## src/rtl/cpu_common.sv

```systemverilog
// Shared CPU definitions: memory-access sizes, the NOP program counter and
// counter-CSR select encodings used across the pipeline stages.
package cpu_common;

   typedef enum logic [2:0] {
      MA_SIZE_B  = 3'b000,
      MA_SIZE_H  = 3'b001,
      MA_SIZE_W  = 3'b010,
      MA_SIZE_BU = 3'b100,
      MA_SIZE_HU = 3'b101
   } ma_size_t;

   // PC value the upstream stage presents when it holds a bubble.
   localparam logic [31:0] NOP_PC = 32'hFFFF_FFFF;

   typedef enum logic [1:0] {
      CNT_CYCLE_LO   = 2'b00,
      CNT_CYCLE_HI   = 2'b01,
      CNT_INSTRET_LO = 2'b10,
      CNT_INSTRET_HI = 2'b11
   } cnt_sel_t;

   function automatic logic ma_misaligned(input ma_size_t size, input logic [1:0] align);
      logic r_mis;
      r_mis = 1'b0;
      case (size)
         MA_SIZE_H, MA_SIZE_HU: r_mis = align[0];
         MA_SIZE_W:             r_mis = (align != 2'b00);
         default:               r_mis = 1'b0;
      endcase
      return r_mis;
   endfunction

endpackage

```

## src/rtl/stage_writeback_load_extract.sv

```systemverilog
// Combinational load-data aligner/extender with misaligned-access detection.
module load_extract
   import cpu_common::*;
(
   input  logic [31:0] i_word,
   input  ma_size_t    i_size,
   input  logic [1:0]  i_align,
   input  logic        i_load,
   output logic [31:0] o_data,
   output logic        o_misaligned
);

   logic [31:0] w_shifted;

   assign w_shifted = i_word >> {i_align, 3'b000};

   always_comb begin
      o_data = w_shifted;
      case (i_size)
         MA_SIZE_B:  o_data = {{24{w_shifted[7]}},  w_shifted[7:0]};
         MA_SIZE_BU: o_data = {24'h00_0000,         w_shifted[7:0]};
         MA_SIZE_H:  o_data = {{16{w_shifted[15]}}, w_shifted[15:0]};
         MA_SIZE_HU: o_data = {16'h0000,            w_shifted[15:0]};
         MA_SIZE_W:  o_data = w_shifted;
         default:    o_data = w_shifted;
      endcase
   end

   assign o_misaligned = i_load & ma_misaligned(i_size, i_align);

endmodule

```

## src/rtl/stage_writeback.sv

```systemverilog
// Write-back stage: load extraction, regfile write/forwarding, retirement and
// the 64-bit cycle/instret counters with their CSR write port.
module stage_writeback
   import cpu_common::*;
#(
   parameter logic [63:0] CYCLE_RESET   = 64'd0,
   parameter logic [63:0] INSTRET_RESET = 64'd0
)(
   input  logic        clk_i,
   input  logic        reset_i,
   input  logic [31:0] dmem_read_data_i,
   input  logic [31:0] pc_i,
   input  logic [31:0] ir_i,
   input  logic        load_i,
   input  ma_size_t    ma_size_i,
   input  logic [1:0]  ma_alignment_i,
   input  logic [31:0] wb_data_i,
   input  logic        wb_valid_i,
   input  logic        cnt_write_i,
   input  logic [1:0]  cnt_sel_i,
   input  logic [31:0] cnt_wdata_i,
   input  logic [1:0]  cnt_inhibit_i,
   output logic [4:0]  wb_addr_async_o,
   output logic [31:0] wb_data_async_o,
   output logic        wb_valid_async_o,
   output logic        empty_async_o,
   output logic [4:0]  wb_addr_o,
   output logic [31:0] wb_data_o,
   output logic        wb_valid_o,
   output logic        retired_o,
   output logic        misaligned_o,
   output logic [63:0] cycle_o,
   output logic [63:0] instret_o
);

   logic [31:0] w_ld_data;
   logic        w_misaligned;
   logic        w_empty;
   logic [4:0]  w_rd;
   logic        w_retire;
   cnt_sel_t    w_sel;
   logic [63:0] w_cycle_next;
   logic [63:0] w_instret_next;
   logic        w_unused_ir;

   logic [4:0]  r_wb_addr;
   logic [31:0] r_wb_data;
   logic        r_wb_valid;
   logic        r_retired;
   logic        r_misaligned;
   logic [63:0] r_cycle;
   logic [63:0] r_instret;

   load_extract u_load_extract (
      .i_word       (dmem_read_data_i),
      .i_size       (ma_size_i),
      .i_align      (ma_alignment_i),
      .i_load       (load_i),
      .o_data       (w_ld_data),
      .o_misaligned (w_misaligned)
   );

   assign w_rd        = ir_i[11:7];
   assign w_unused_ir = ^{ir_i[31:12], ir_i[6:0]};
   assign w_empty     = (pc_i == NOP_PC);
   assign w_retire    = ~w_empty & ~w_misaligned;
   assign w_sel       = cnt_sel_t'(cnt_sel_i);

   assign wb_addr_async_o  = w_rd;
   assign wb_data_async_o  = load_i ? w_ld_data : wb_data_i;
   assign wb_valid_async_o = wb_valid_i & (w_rd != 5'd0) & ~w_misaligned & ~w_empty;
   assign empty_async_o    = w_empty;

   // A CSR write to a half replaces that counter's increment for the cycle.
   always_comb begin
      w_cycle_next   = cnt_inhibit_i[0] ? r_cycle : r_cycle + 64'd1;
      w_instret_next = (w_retire && !cnt_inhibit_i[1]) ? r_instret + 64'd1 : r_instret;
      if (cnt_write_i) begin
         case (w_sel)
            CNT_CYCLE_LO:   w_cycle_next   = {r_cycle[63:32], cnt_wdata_i};
            CNT_CYCLE_HI:   w_cycle_next   = {cnt_wdata_i, r_cycle[31:0]};
            CNT_INSTRET_LO: w_instret_next = {r_instret[63:32], cnt_wdata_i};
            CNT_INSTRET_HI: w_instret_next = {cnt_wdata_i, r_instret[31:0]};
            default:        w_cycle_next   = r_cycle;
         endcase
      end
   end

   always_ff @(posedge clk_i) begin
      if (reset_i) begin
         r_wb_addr    <= '0;
         r_wb_data    <= '0;
         r_wb_valid   <= 1'b0;
         r_retired    <= 1'b0;
         r_misaligned <= 1'b0;
         r_cycle      <= CYCLE_RESET;
         r_instret    <= INSTRET_RESET;
      end else begin
         r_wb_addr    <= wb_addr_async_o;
         r_wb_data    <= wb_data_async_o;
         r_wb_valid   <= wb_valid_async_o;
         r_retired    <= w_retire;
         r_misaligned <= w_misaligned;
         r_cycle      <= w_cycle_next;
         r_instret    <= w_instret_next;
      end
   end

   assign wb_addr_o    = r_wb_addr;
   assign wb_data_o    = r_wb_data;
   assign wb_valid_o   = r_wb_valid;
   assign retired_o    = r_retired;
   assign misaligned_o = r_misaligned;
   assign cycle_o      = r_cycle;
   assign instret_o    = r_instret;

endmodule

```

## config.mk

```make
export PLATFORM = sky130hd
export DESIGN_NAME = stage_writeback
export DESIGN_NICKNAME = d
export VERILOG_FILES = /design/src/rtl/cpu_common.sv /design/src/rtl/stage_writeback_load_extract.sv /design/src/rtl/stage_writeback.sv
export SDC_FILE = /design/constraint.sdc
export NUM_CORES = 1
export LEC_CHECK = 0
export BUFFER_PORTS_ARGS = -buffer_cell sky130_fd_sc_hd__buf_4
export CAP_MARGIN = 5
export CORE_UTILIZATION = 29
export CTS_BUF_LIST = sky130_fd_sc_hd__clkbuf_16
export CTS_CLUSTER_SIZE = 8
export DETAILED_ROUTE_END_ITERATION = 10
export PLACE_DENSITY = 0.51
export SYNTH_ARGS = -nofsm -noshare
export SYNTH_HDL_FRONTEND = slang
export SYNTH_SLANG_ARGS = --single-unit
export TNS_END_PERCENT = 1
```

## constraint.sdc

```tcl
create_clock -name clk_i -period 3.35 [get_ports clk_i]
set_clock_uncertainty 0.2 [all_clocks]
set_input_delay 0.1675 -clock clk_i [delete_from_list [all_inputs] [get_ports clk_i]]
set_output_delay 0.1675 -clock clk_i [all_outputs]
set_load 0.02 [all_outputs]
```

### Yosys cells after proc, flatten, opt, wreduce, memory -nomap -nowiden

Cells that the tools add are included.

| cells by class | value |
|---|---|
| multiplexer cells | 9 |
| shift-type cells | 1 |
| reduce and logical (&&, ||, !) cells | 7 |
| equal/unequal tests | 12 |
| bitwise gates (word level) | 7 |
| add/sub/neg operators | 2 |

Operator list:

| cell | number |
|---|---|
| $mux W64 | 4 |
| $pmux W64 S2 | 2 |
| $add A64 B1 Y64 const B | 2 |
| $pmux W32 S4 | 1 |
| $eq A32 B32 Y1 const B | 1 |
| $mux W32 | 1 |
| $shr A32 B5 Y32 | 1 |
| $ne A2 B2 Y1 const B | 4 |
| $eq A3 B3 Y1 const B | 2 |
| $and A1 B1 Y1 | 5 |
| $reduce_bool A5 Y1 | 1 |
| $eq A2 B2 Y1 const B | 2 |
| $eq A3 B1 Y1 const B | 1 |
| $eq A3 B2 Y1 const B | 1 |
| $logic_not A3 Y1 | 1 |
| $eq A2 B1 Y1 const B | 1 |
| $logic_not A2 Y1 | 1 |
| $not A1 Y1 | 2 |
| $pmux W1 S2 | 1 |
| $reduce_bool A2 Y1 | 1 |
| $reduce_or A2 Y1 | 1 |
| $logic_and A1 B1 Y1 | 1 |
| $logic_not A1 Y1 | 1 |

| word-level totals | value |
|---|---|
| logic and storage cells | 47 |
| input port bits | 174 |
| output and inout port bits | 207 |
| flip-flop bits (word level) | 168 |

### Longest topological paths before layout

Gate-level depths: netlist (run 1).

| logic depth | value |
|---|---|
| depth in word-level cells | 10 |
| mapped depth | 8 |
| depth with buffers taken out | 7 |

### By module

A second synthesis (run 1) with hierarchy kept.

| unflattened totals | value |
|---|---|
| cells, all modules | 1291 |
| area total of the unflattened synthesis | 10164.7 µm² |

Modules (own cells, without submodules):

| module | area an instance (µm²) | cells an instance | sequential area each (µm²) | instances |
|---|---|---|---|---|
| stage_writeback | 9311.4 | 1169 | 3363.2 | 1 |
| load_extract | 853.3 | 122 | 0.0 | 1 |

### Worst setup path before layout (run 1)

OpenSTA, ideal clock, no wires.

| path | value |
|---|---|
| path type | register to register |
| start point | register r_instret[0], in the netlist instret_o[0] |
| end point | register r_instret[34], in the netlist instret_o[34] |
| arrival time | 2.459 ns |
| required time | 3.076 ns |
| period minus slack after synthesis | 2.734 ns |
| library setup time | 0.074 ns |
| setup slack | 0.616 ns |
| cell stages (with the launch flop) | 9 |
| buffers on the path | 1 |
| cell sequence | dfxtp_1 -> ha_1 -> nand3b_1 -> or4_4 -> or3_1 -> or3_1 -> clkbuf_2 -> or3_1 -> a31oi_1 |

| between the ends | value |
|---|---|
| longest elaborated chain between the ends | 4 |

Ends and longest elaborated chain:

| item | RTL line | source |
|---|---|---|
| start, declared | stage_writeback.sv:52 | `logic [63:0] r_instret;` |
| start signal, assigned | stage_writeback.sv:105 | `r_instret <= w_instret_next;` |
| $add A64 B1 Y64 * | stage_writeback.sv:77 | `w_instret_next = (w_retire && !cnt_inhibit_i[1]) ? r_instret + 64'd1 : r_instret;` |
| $mux W64 * | stage_writeback.sv:77 |  |
| $pmux W64 S2 | stage_writeback.sv:79 | `case (w_sel)` |
| $mux W64 * | stage_writeback.sv:78 | `if (cnt_write_i) begin` |

Every way passes the cells marked *; elsewhere a longest branch is shown, timed or not.
A chain may end at the register's enable or synchronous reset.

### Worst setup path after layout (run 1)

| path | value |
|---|---|
| start point | register r_cycle[0], in the netlist cycle_o[0] |
| end point | register r_cycle[54], in the netlist cycle_o[54] |

| between the ends | value |
|---|---|
| longest elaborated chain between the ends | 4 |

Ends and longest elaborated chain:

| item | RTL line | source |
|---|---|---|
| start, declared | stage_writeback.sv:51 | `logic [63:0] r_cycle;` |
| start signal, assigned | stage_writeback.sv:104 | `r_cycle <= w_cycle_next;` |
| $add A64 B1 Y64 * | stage_writeback.sv:76 | `w_cycle_next = cnt_inhibit_i[0] ? r_cycle : r_cycle + 64'd1;` |
| $mux W64 * | stage_writeback.sv:76 |  |
| $pmux W64 S2 | stage_writeback.sv:79 |  |
| $mux W64 * | stage_writeback.sv:78 |  |

Marks and branches as above.

==> results of run 1 <==
-- Yosys cell counts (all sizes together), types with 11 or more instances --
| library cell | number |
|---|---|
| dfxtp | 168 |
| nor2 | 136 |
| nand2 | 119 |
| clkbuf | 82 |
| a21oi | 80 |
| nand3 | 61 |
| nand4 | 61 |
| nor3 | 56 |
| o21ai | 51 |
| a31oi | 46 |
| nor2b | 45 |
| and3 | 36 |
| nor4 | 36 |
| a211oi | 35 |
| mux2i | 29 |
| or3 | 27 |
| and2 | 20 |
| and4 | 16 |
| buf | 16 |
| mux2 | 14 |
| o21bai | 14 |
| or4 | 13 |
| nand2b | 12 |
| a311oi | 11 |
-- metal layers --
layer / global-route usage [%] / wire length, um
met5: 0 / 0
met4: 14.2 / 2370
met3: 5.25 / 3720
met2: 47.1 / 24500
met1: 34.4 / 21300
-- worst register-to-register path, delay by kind of cell, from the launching register on --
family,cells,cell delay (ns)
AOI/OAI and AO/OA,1,0.17
adders and majority gates,1,0.24
buffers and inverters,1,0.27
DFF,1,0.45
and+or+nand+nor,5,1.62
-- kinds of logic after synthesis --
| family | synth area share [%] |
|---|---|
| and+or+nand+nor | 34.7 |
| AOI/OAI and AO/OA | 22.4 |
| DFF | 33.1 |
| buffers and inverters | 4.25 |
| muxes | 4.40 |
| xor gates and xnor gates | 0.947 |
| adders and majority gates | 0.246 |
-- state kept, by name, indices dropped and copies added (netlist names) --
| name | flops |
|---|---|
| wb_data_o | 32 |
| retired_o | 1 |
| wb_addr_o | 5 |
| wb_valid_o | 1 |
| misaligned_o | 1 |
| instret_o | 64 |
| cycle_o | 64 |
-- path summary, 6_finish.rpt --
check | from | endpoint | depth (start not counted)
setup / recovery | cycle_o[0] | cycle_o[54] | 8
hold / removal | wb_data_i[17] | wb_data_o[17] | 3
hold reg to reg | cycle_o[40] | cycle_o[40] | 1
setup reg to reg | cycle_o[0] | cycle_o[54] | 8
-- power by group through the flow --
| stage | Clock [uW] | Sequential, uW | Combinational (uW) |
|---|---|---|---|
| after floorplan | 0 | 2350 | 448 |
| after global placement | 0 | 2260 | 1170 |
| after detailed placement | 0 | 2260 | 1180 |
| after CTS | 1890 | 2210 | 1250 |
| after global routing | 1950 | 2230 | 1330 |
| final | 1850 | 2220 | 1250 |
-- area by class of cell --
type | count | area [sq um] | share of cell area [%]
antenna | 1 | 2.50 | 0.0170
clock buffer | 17 | 425 | 2.90
clock inverter | 15 | 88.8 | 0.605
inverter | 10 | 37.5 | 0.256
multi-input combinational | 1059 | 6400 | 43.5
sequential | 168 | 3360 | 22.9
tap | 455 | 569 | 3.88
timing repair buffer | 481 | 3810 | 25.9
-- stage by stage --
stage	hold WS [ns]	std cells	total power [uW]	cell area [sq um]	setup slack (ns)
floorplan	0.0957	1335	2800	10200	0.616
global placement	0.208	2100	3430	13400	0.475
detailed placement	0.211	2100	3440	13400	0.392
CTS	0.00109	2205	5360	14700	0.349
global route	0.0129	2206	5510	14700	0.128
finish	0.0180	2206	5320	14700	0.321
==> flow_summary.ini, run 1 <==
[status]
status = finished clean

[synthesis]
synthCells = 1335
ys.warnings.count = 0
yosysUniqueCellTypes = 72
yosys.area.top_type = dfxtp_1
synth_top_area_share_pct = 33.1
async_flop_share_pct = 0
syn_avg_cell_area_sq_um = 7.62
ys_seq_area_share_pct = 33.1
mappedNetlistNets = 1511
ys_seq_elements = 168
syn_area_sq_mm = 0.0102
synth_flop_cell = dfxtp_1
synth.area.top_cells = dfxtp_1 (33%), nor2_1 (5.0%), nand2_1 (4.4%)
synth_edf_count = 0

[finish]
final_cell_mix = buf_4 (407), dfxtp_1 (168), nor2_1 (134)
nFillCells = 3615
final_common_cell = buf_4
utilization_pct = 42.5
syn2layout_area_growth_pct = 44.4
layout-drive-gt1-share_pct = 27.1
layout.nets = 1913

[power]
power.density_mw_per_mm2 = 362
switchingPower_uw = 1740
pwr-share-comb_pct = 23.6
p_int_uw = 3580
worst_ir_drop_vdd_mv = 0.366
clkPwrFrac_pct = 34.8
p_sw_share_pct = 32.7
seqPwrFrac_pct = 41.7
p_leak_uw = 0.00570

[route]
vias_per_cell = 5.64
drtPass1Iterations = 4
drc_errors = 0
ant_nets = 0
wire_per_inst_um = 23.5
num_vias = 12400
drtIter0Drc = 823
wl_um = 51900

[cts]
clk_root_buffer_cell = clkbuf_16
clock_latency_ns = 0.44
cts_made_buffers = 17
clk_pin_slew_worst_paths_ns = 0.07
postCtsHoldBufs = 73
htreeDepth = 4
cts_resized = 0
tritoncts = built
clock-sinks = 168
cts_setup_buffers = 0
cts_buffer_depth = 2

[critical_path]
crit_path_end_kind = flip-flop
crit_chain = ha_1, nand3_1, or2_2, nor4_1, buf_4, nand3_1, or4b_2, a31oi_1
cp_top_family = simple AND/OR/NAND/NOR gates
cp-start-kind = flip-flop
critPathKind = flip-flop to flip-flop
crit_required_ns = 3.51
cp_max_fo = 10
arrival_ns = 3.19
cpPeakStageDelay_ns = 0.66
crit_path_top_delay_cell = or4b_2
cp_common_cell = nand3_1
reg2reg_slack_ns = 0.32
critPathBufInv = 1

[sta]
post-route-min-period_ns = 3.03
period_share_pct = 90.4
drv_slew = 0
rsz0062_at_grt = no
relSlewSlack_pct = 34.6
finalSetupViolations = 0
fmax_mhz = 330
worstMarginPinSlew_ns = 0.981
hold_violations = 0
setup_tns_ns = 0

[global_routing]
grt_pass1_vias = 11800
grt_pass1_wl_um = 74900
grt_start_max_net_pins = 56
antenna_found_initial = 1
gr-total-overflow = 0
track_usage_pct = 28.1

[floorplanning]
die_h_um = 189
chipWidth_um = 189
dieArea_sq_mm = 0.0358
core.rowCount = 68
io_pins = 381
coreArea_sq_mm = 0.0345
initial_core_util_pct = 29.5

[placed_design]
gp_congestion = 0.891
io_buffers = 353
hpwl_um = 38800

[flow_run]
maxCapViolations = 0

[hold_path]
min_path_type = input port to flip-flop
Note: power is estimated with default switching activity, not from simulation.
==> run 2, diff against run 1 <==
- MAX_ROUTING_LAYER: default -> met4
==> run 2 against run 1 <==
- critical endpoint unchanged
- utilization increased by 0.28 points
- maximum frequency down 1.5%
- critical path depth down 2
- highest routed layer unchanged
- non-clock buffer count increased by 1
- die area unchanged
==> flow_summary.ini, run 2 (synthesized netlist as in run 1, its figures left out) <==
[finish]
multi_input_area_sq_mm = 0.00640
antenna_cells = 0
syn2layout_area_growth_pct = 45.3
final_cell_mix = buf_4 (405), dfxtp_1 (168), nor2_1 (134)
seqCellArea_sq_mm = 0.00336
layout-drive-gt1-share_pct = 27.0
nFillCells = 3547
layout.nets = 1914
final_common_cell = buf_4

[power]
worst_ir_drop_vdd_mv = 0.381
p_int_uw = 3800
switchingPower_uw = 1750
pwr-share-comb_pct = 22.6
clkPwrFrac_pct = 37.4
p_leak_uw = 0.00573
seqPwrFrac_pct = 39.9
p_sw_share_pct = 31.5
power.density_mw_per_mm2 = 375

[sta]
final.setup.worst_slack_ns = 0.274
period_share_pct = 91.8
hold_violations = 0
finalSetupViolations = 0
post-route-min-period_ns = 3.08
fmax_mhz = 325
relSlewSlack_pct = 33.1
rsz0062_at_grt = no
worstMarginPinSlew_ns = 1.00
hold_ws_ns = 0.00559
setup_tns_ns = 0
drv_slew = 0

[critical_path]
crit_required_ns = 3.53
cp-start-kind = flip-flop
crit_path_top_delay_cell = nor4_1
arrival_ns = 3.25
crit_path_end_kind = flip-flop
cp_max_fo = 6
critPathKind = flip-flop to flip-flop
crit_chain = and2_0, nand4_1, nor4_1, nand3_1, or4b_2, a31oi_1
cpPeakStageDelay_ns = 0.74

[global_routing]
grt_pass1_wl_um = 75500
gr-total-overflow = 0
antenna_found_initial = 0
grt_pass1_vias = 11700
grt_start_max_net_pins = 51
track_usage_pct = 29.2

[route]
wire_per_inst_um = 23.6
drtPass1Iterations = 5
drtIter0Drc = 888
wl_um = 52000
vias_per_cell = 5.74
num_vias = 12700
drc_errors = 0
ant_nets = 0

[cts]
clock-sinks = 168
cts_made_buffers = 17
cts_resized = 0
cts_setup_buffers = 0
cts_buffer_depth = 2
htreeDepth = 4
postCtsHoldBufs = 75
clock_latency_ns = 0.46
clk_pin_slew_worst_paths_ns = 0.07
tritoncts = built
clk_root_buffer_cell = clkbuf_16

[floorplanning]
initial_core_util_pct = 29.5
core.rowCount = 68
die_h_um = 189
coreArea_sq_mm = 0.0345
dieArea_sq_mm = 0.0358
chipWidth_um = 189
io_pins = 381

[placed_design]
io_buffers = 353
post-place-ws_ns = 0.405
hpwl_um = 38600
gp_congestion = 0.895

[flow_run]
maxCapViolations = 0

[hold_path]
min_path_type = input port to flip-flop

[status]
status = finished clean
run 2: path summary, 6_finish.rpt:
check | end | slack, ns | cells after the start | from
max | cycle_o[54] | 0.27 | 6 | cycle_o[28]
min reg2reg | instret_o[41] | 0.34 | 1 | instret_o[41]
max reg2reg | cycle_o[54] | 0.27 | 6 | cycle_o[28]
min | wb_data_o[18] | 0.006 | 3 | wb_data_i[18]
run 2: layer usage:
layer	vias to the layer above	track usage, %	part of all wire [%]
met2	576	47.3	47
li1	5866	-	-
met5	-	-	0
met4	0	12.8	4.2
met3	85	5.25	7.4
met1	6139	35.5	41
run 2: critical path, delay by kind of cell (launching register included):
family | cells | cell delay [ns]
simple gates | 5 | 2.17
flops | 1 | 0.43
compound gates | 1 | 0.19
run 2: power groups by stage:
stage | clock, uW | sequential (uW) | combinational, uW
2_1_floorplan | 0 | 2350 | 448
4_1_cts | 2100 | 2210 | 1250
3_3_place_gp | 0 | 2260 | 1170
3_5_place_dp | 0 | 2260 | 1180
5_1_grt | 2180 | 2230 | 1330
6_report | 2080 | 2220 | 1250
run 2: per-stage QoR:
step / std cells / util [%] / area (sq um) / power, uW
global placement: 2099 / 38.9 / 13400 / 3430
global route: 2206 / 42.8 / 14800 / 5740
CTS: 2206 / 42.8 / 14800 / 5570
detailed placement: 2099 / 38.9 / 13400 / 3440
floorplan: 1335 / - / 10200 / 2800
finish: 2206 / 42.8 / 14800 / 5550
run 2: final cells by class:
| type | count | share of cell area (%) |
|---|---|---|
| multi-input combinational | 1059 | 43.3 |
| inverter | 10 | 0.254 |
| tap | 455 | 3.85 |
| sequential | 168 | 22.7 |
| timing repair buffer | 482 | 25.9 |
| clock inverter | 15 | 1.09 |
| clock buffer | 17 | 2.88 |
